## src/rtl/spi_master_multi.sv

```systemverilog
`timescale 1ns/1ps
`default_nettype none
// ============================================================================
// Module   : spi_master_multi
// Brief    : N-lane SPI master (CPOL=0, CPHA=0) with shared CS/SCLK,
//            programmable SCLK divider, CS-off time, MISO sample-delay
//            compensation and a wrapping transfer counter.
// Revision : 1.0 - initial release
// ============================================================================
module spi_master_multi #(
    parameter int WORD_LENGTH    = 32,
    parameter int N_CH           = 4,
    parameter int HALF_PERIOD    = 2,
    parameter int CS_HIGH_CYCLES = 16,
    parameter int MISO_DELAY     = 0,
    parameter int COUNT_WIDTH    = 16
) (
    input  logic                          clk,
    input  logic                          reset,
    output logic                          cs,
    output logic                          sclk,
    output logic [N_CH-1:0]               mosi,
    input  logic [N_CH-1:0]               miso,
    input  logic                          data_in_v,
    output logic                          ready_out,
    input  logic [N_CH*WORD_LENGTH-1:0]   data_in,
    output logic                          data_out_v,
    output logic [N_CH*WORD_LENGTH-1:0]   data_out,
    output logic [COUNT_WIDTH-1:0]        xfer_count
);

    localparam int DW    = N_CH * WORD_LENGTH;
    localparam int PH_W  = $clog2(2 * HALF_PERIOD + 1);
    localparam int BIT_W = $clog2(WORD_LENGTH);
    localparam int OFF_W = $clog2(CS_HIGH_CYCLES + 1);

    localparam logic [PH_W-1:0]  PH_HALF_LAST = PH_W'(HALF_PERIOD - 1);
    localparam logic [PH_W-1:0]  PH_BIT_LAST  = PH_W'(2 * HALF_PERIOD - 1);
    localparam logic [BIT_W-1:0] BIT_LAST     = BIT_W'(WORD_LENGTH - 1);
    localparam logic [OFF_W-1:0] OFF_LAST     = OFF_W'(CS_HIGH_CYCLES - 1);

    typedef enum logic [1:0] {
        IDLE   = 2'd0,
        SETUP  = 2'd1,
        SHIFT  = 2'd2,
        CS_OFF = 2'd3
    } state_t;

    state_t            state;
    state_t            state_next;
    logic [PH_W-1:0]   phase;
    logic [PH_W-1:0]   phase_next;
    logic [BIT_W-1:0]  bit_idx;
    logic [OFF_W-1:0]  off_cnt;
    logic              handshake;
    logic              fall_edge;
    logic              bit_end;
    logic              xfer_done;
    logic              sclk_next;
    logic              arm;
    logic              sample;
    logic [DW-1:0]     tx_sr;
    logic [DW-1:0]     tx_shifted;
    logic [DW-1:0]     rx_sr;
    logic [DW-1:0]     rx_next;

    // Next-state, phase counter and per-cycle event decode
    always_comb begin
        state_next = state;
        phase_next = '0;
        handshake  = 1'b0;
        fall_edge  = 1'b0;
        bit_end    = 1'b0;
        xfer_done  = 1'b0;
        case (state)
            IDLE: begin
                if (data_in_v) begin
                    handshake  = 1'b1;
                    state_next = SETUP;
                end
            end
            SETUP: begin
                if (phase == PH_HALF_LAST) begin
                    state_next = SHIFT;
                end else begin
                    phase_next = phase + 1'b1;
                end
            end
            SHIFT: begin
                fall_edge = (phase == PH_HALF_LAST);
                if (phase == PH_BIT_LAST) begin
                    bit_end = 1'b1;
                    if (bit_idx == BIT_LAST) begin
                        xfer_done  = 1'b1;
                        state_next = CS_OFF;
                    end
                end else begin
                    phase_next = phase + 1'b1;
                end
            end
            CS_OFF: begin
                if (off_cnt == OFF_LAST) begin
                    state_next = IDLE;
                end
            end
            default: state_next = IDLE;
        endcase
        // SCLK is high for the first half of every bit slot
        sclk_next = (state_next == SHIFT) && (phase_next <= PH_HALF_LAST);
        // A rising SCLK edge is visible in the first cycle of each bit slot
        arm = (state == SHIFT) && (phase == '0);
    end

    // State register
    always_ff @(posedge clk or negedge reset) begin
        if (!reset) begin
            state <= IDLE;
            phase <= '0;
        end else begin
            state <= state_next;
            phase <= phase_next;
        end
    end

    // Bit / CS-off counters and registered pin-level controls
    always_ff @(posedge clk or negedge reset) begin
        if (!reset) begin
            bit_idx   <= '0;
            off_cnt   <= '0;
            cs        <= 1'b1;
            sclk      <= 1'b0;
            ready_out <= 1'b1;
        end else begin
            if (handshake) begin
                bit_idx <= '0;
            end else if (bit_end && !xfer_done) begin
                bit_idx <= bit_idx + 1'b1;
            end
            off_cnt   <= (state == CS_OFF) ? off_cnt + 1'b1 : '0;
            cs        <= !((state_next == SETUP) || (state_next == SHIFT));
            sclk      <= sclk_next;
            ready_out <= (state_next == IDLE);
        end
    end

    // Sample strobe: the rising-edge event delayed by the round-trip compensation
    generate
        if (MISO_DELAY == 0) begin : g_no_delay
            assign sample = arm;
        end else begin : g_delay
            logic [MISO_DELAY-1:0] dly;
            // Delay line carrying one pulse per rising SCLK edge
            always_ff @(posedge clk or negedge reset) begin
                if (!reset) begin
                    dly <= '0;
                end else begin
                    dly <= (dly << 1) | MISO_DELAY'(arm);
                end
            end
            assign sample = dly[MISO_DELAY-1];
        end
    endgenerate

    // Per-lane MOSI tap, TX shift and RX shift-in
    generate
        for (genvar k = 0; k < N_CH; k++) begin : g_lane
            assign mosi[k] = tx_sr[k*WORD_LENGTH + WORD_LENGTH - 1];
            assign tx_shifted[k*WORD_LENGTH +: WORD_LENGTH] =
                {tx_sr[k*WORD_LENGTH +: WORD_LENGTH-1], 1'b0};
            assign rx_next[k*WORD_LENGTH +: WORD_LENGTH] = sample ?
                {rx_sr[k*WORD_LENGTH +: WORD_LENGTH-1], miso[k]} :
                rx_sr[k*WORD_LENGTH +: WORD_LENGTH];
        end
    endgenerate

    // TX/RX shift registers; MOSI advances on every falling edge but the last
    always_ff @(posedge clk or negedge reset) begin
        if (!reset) begin
            tx_sr <= '0;
            rx_sr <= '0;
        end else begin
            if (handshake) begin
                tx_sr <= data_in;
            end else if (fall_edge && (bit_idx != BIT_LAST)) begin
                tx_sr <= tx_shifted;
            end
            rx_sr <= rx_next;
        end
    end

    // Result publication; rx_next is used so a sample in the final cycle is kept
    always_ff @(posedge clk or negedge reset) begin
        if (!reset) begin
            data_out_v <= 1'b0;
            data_out   <= '0;
            xfer_count <= '0;
        end else begin
            data_out_v <= xfer_done;
            if (xfer_done) begin
                data_out   <= rx_next;
                xfer_count <= xfer_count + 1'b1;
            end
        end
    end

endmodule
`default_nettype wire

```

## config.mk

```make
export PLATFORM = sky130hd
export DESIGN_NAME = spi_master_multi
export DESIGN_NICKNAME = d
export VERILOG_FILES = /design/src/rtl/spi_master_multi.sv
export SDC_FILE = /design/constraint.sdc
export NUM_CORES = 1
export LEC_CHECK = 0
export BUFFER_PORTS_ARGS = -buffer_cell sky130_fd_sc_hd__buf_2
export CORE_MARGIN = 3
export CORE_UTILIZATION = 24
export DETAILED_ROUTE_END_ITERATION = 12
export PLACE_DENSITY = 0.4
export REMOVE_ABC_BUFFERS = 1
export SLEW_MARGIN = 15
export SYNTH_ARGS = -nofsm -noshare
export SYNTH_HDL_FRONTEND = slang
export SYNTH_SLANG_ARGS = --single-unit
```

## constraint.sdc

```tcl
create_clock -name clk -period 3 [get_ports clk]
set_clock_uncertainty 0.05 [all_clocks]
set_input_delay 0.3 -clock clk [delete_from_list [all_inputs] [get_ports clk]]
set_output_delay 0.3 -clock clk [all_outputs]
set_load 0.005 [all_outputs]
```

==> impl_metrics.json <==
{
  "ys_seq_area_share_pct": 62.1,
  "tightest_slew_ns": 0.828,
  "end_kind": "flip-flop",
  "synthTopCellsByCount": "650 x nand2_1, 417 x dfrtp_1, 135 x nor2_1",
  "nFillCells": 7299,
  "chipHeight_um": 271,
  "drc": 0,
  "grt_pass1_wl_um": 75700,
  "finalSetupViolCount": 0,
  "required_ns": 3.44,
  "status": "completed",
  "p_leak_nw": 11.6,
  "synth_top_area_share_pct": 61.7,
  "antenna_cells": 0,
  "crit_fanout": 56,
  "rows": 96,
  "dieArea_um2": 73600,
  "crit_type": "flip-flop to flip-flop",
  "cts-hold-fix-buffers": 133,
  "drive_gt1_share_pct": 25.8,
  "place_hpwl_um": 29700,
  "rsz0062_at_grt": "false",
  "wl_per_cell_um": 15.2,
  "maxCapViolCount": 0,
  "htreeDepth": 2,
  "clock-root-buffer": "clkbuf_16",
  "clockBufferDepth": 3,
  "yosysTopAreaCell": "dfrtp_1",
  "crit_path_top_delay_cell": "dfrtp_1",
  "syn_area_per_cell_um2": 10.2,
  "cpPeakStageDelay_ns": 0.40,
  "clock_sinks": 419,
  "die_w_um": 271,
  "grt_pass1_vias": 13700,
  "hp-class": "input port to flip-flop",
  "place_ws_ns": 0.582,
  "post_cts_resized": 0,
  "yosys_register_bits": 419,
  "synth-edff-count": 0,
  "grt_max_degree": 126,
  "cts_tree": "built",
  "cp_cell_sequence": "ha_1 > and3_1 > ha_1 > nand2b_1 > o21ai_4 > buf_12 > buf_4 > nor2_1 > a31oi_1",
  "gr-usage-met1_pct": 15.7,
  "clkLatencyLatePin_ns": 0.58,
  "synth_ff_type": "dfrtp_1",
  "port_buffers": 286,
  "use_met2_pct": 22.0,
  "yosys_warnings": 0,
  "place.gp.congestion": 0.733,
  "fin_nets": 2207,
  "grt-busiest-layer": "met2",
  "via_per_inst": 4.17,
  "grt_overflow_total": 0,
  "async_flop_share_pct": 100,
  "fin_crit_sh_pct": 79.7,
  "syn-cell-area_um2": 16900,
  "drtPass1Iterations": 5,
  "p_per_area_nw_per_um2": 739,
  "ir_drop_v": 0.000364,
  "floorplan.initialDensity_pct": 24.4,
  "synthCells": 1656,
  "worst_setup_path_start_kind": "flip-flop",
  "synth_cell_types": 41,
  "fin_ws_ns": 0.608,
  "final_util_pct": 32.5,
  "use_met3_pct": 2.23,
  "relSlewSlack_pct": 44.8,
  "slew_viol_final": 0,
  "path_clk_slew_ns": 0.06,
  "boundaryPins": 287,
  "yosys-top-cells-area": "dfrtp_1 62%, nand2_1 14%, mux2_2 8.5%",
  "holdWs_ns": 0.203,
  "cp_top_family": "buffers and inverters",
  "fin_crit_ns": 2.39,
  "cts_made_buffers": 51,
  "drt_iter0_drc": 685,
  "finalWirelength_um": 45900,
  "ff_latch_area_um2": 10500,
  "clock.fmax_mhz": 418,
  "yosysMostFrequentCell": "nand2_1",
  "grt_usage_pct": 12.6,
  "route.vias.total": 12600,
  "syn_to_final_growth_pct": 32.9,
  "arrival_ns": 2.83,
  "coreArea_um2": 69200,
  "multi_input_area_um2": 5930,
  "crit_top_cell": "ha_1",
  "antenna_found_initial": 0,
  "cts_setup_buffers": 0,
  "ant_nets": 0,
  "path_buf_inv": 2,
  "hold_viol_final": 0
}
## registers in the layout (all words and copies together), names as in the netlist, 2 cells and up
| name | cells |
|---|---|
| bit_idx | 5 |
| data_out | 128 |
| off_cnt | 5 |
| phase | 3 |
| rx_sr | 128 |
| state | 2 |
| tx_sr | 128 |
| xfer_count | 16 |
## power breakdown
group | internal, W | switching [W] | leakage, nW
clock | 0.00360 | 0.00243 | 0.817
sequential | 0.00664 | 0.000481 | 5.43
combinational | 0.00144 | 0.00201 | 5.36
total | 0.0117 | 0.00492 | 11.6
## metal layers
layer	wire, um	part of all wire, %
met5	0	0
met3	1750	3.8
met4	1430	3.1
met1	19900	43
met2	22700	50
## layout by cell type, fill, tap and decap left out, types with 3 or more instances in the layout
cell	netlist	final
and2_1	4	3
a31oi_1	125	125
xor2_1	12	12
inv_6	0	4
clkbuf_1	49	8
clkbuf_16	0	51
nand2_1	650	649
nand4_1	4	4
a22o_1	5	5
o21ai_0	3	3
ha_1	15	15
nor2b_1	4	4
clkbuf_8	0	13
dfrtp_1	417	417
buf_4	5	17
mux2_2	128	128
dlygate4sd3_1	0	133
and3_1	5	5
inv_1	10	10
xnor2_1	9	9
nor2_1	135	135
buf_2	47	285
clkinv_2	0	9
buf_12	0	15
## per-stage QoR
stage,instances,setup TNS (ns),cell area [um^2],power (W)
2_1_floorplan,1553,-1533.38,16400,0.00974
3_3_place_gp,2802,0,19500,0.0105
3_5_place_dp,2802,0,19500,0.0106
4_1_cts,3024,0,22500,0.0170
5_1_grt,3024,0,22500,0.0178
6_report,3024,0,22500,0.0166
## tightest hold or removal path: cells and delay by family
kind | cells | cell delay, ns
buffers and inverters | 1 | 0.15
AO/OA/AOI/OAI | 1 | 0.20
AND/OR/NAND/NOR | 1 | 0.09
## path summary, 6_finish.rpt
kind / start / endpoint / slack (ns) / cells after the start
min in group asynchronous: reset / rx_sr[80]$_DFF_PN0_ / 0.27 / 2
hold reg to reg: off_cnt[0]$_DFF_PN0_ / off_cnt[0]$_DFF_PN0_ / 0.41 / 1
setup reg to reg: bit_idx[0]$_DFFE_PN0P_ / tx_sr[74]$_DFFE_PN0P_ / 0.61 / 9
setup / recovery: bit_idx[0]$_DFFE_PN0P_ / tx_sr[74]$_DFFE_PN0P_ / 0.61 / 9
hold / removal: data_in_v / state[0]$_DFF_PN0_ / 0.20 / 3
max in group asynchronous: reset / tx_sr[74]$_DFFE_PN0P_ / 1.81 / 3
## cells by family after synthesis
kind of cell / count (synthesis) / synth area share [%]
AOI/OAI and AO/OA: 140 / 5.25
DFF: 419 / 62.1
and+or+nand+nor: 818 / 18.9
xor gates and xnor gates: 21 / 1.09
muxes: 129 / 8.59
adders and majority gates: 15 / 1.11
buffers and inverters: 114 / 2.99
## final cells by class
| class | count | share of cell area (%) |
|---|---|---|
| Clock inverter | 17 | 0.696 |
| Inverter | 11 | 0.195 |
| Timing Repair Buffer | 451 | 14.2 |
| Sequential cell | 419 | 46.7 |
| Clock buffer | 72 | 6.61 |
| Tap cell | 931 | 5.18 |
| Multi-Input combinational cell | 1123 | 26.4 |
(Power assumes the default switching activity.)
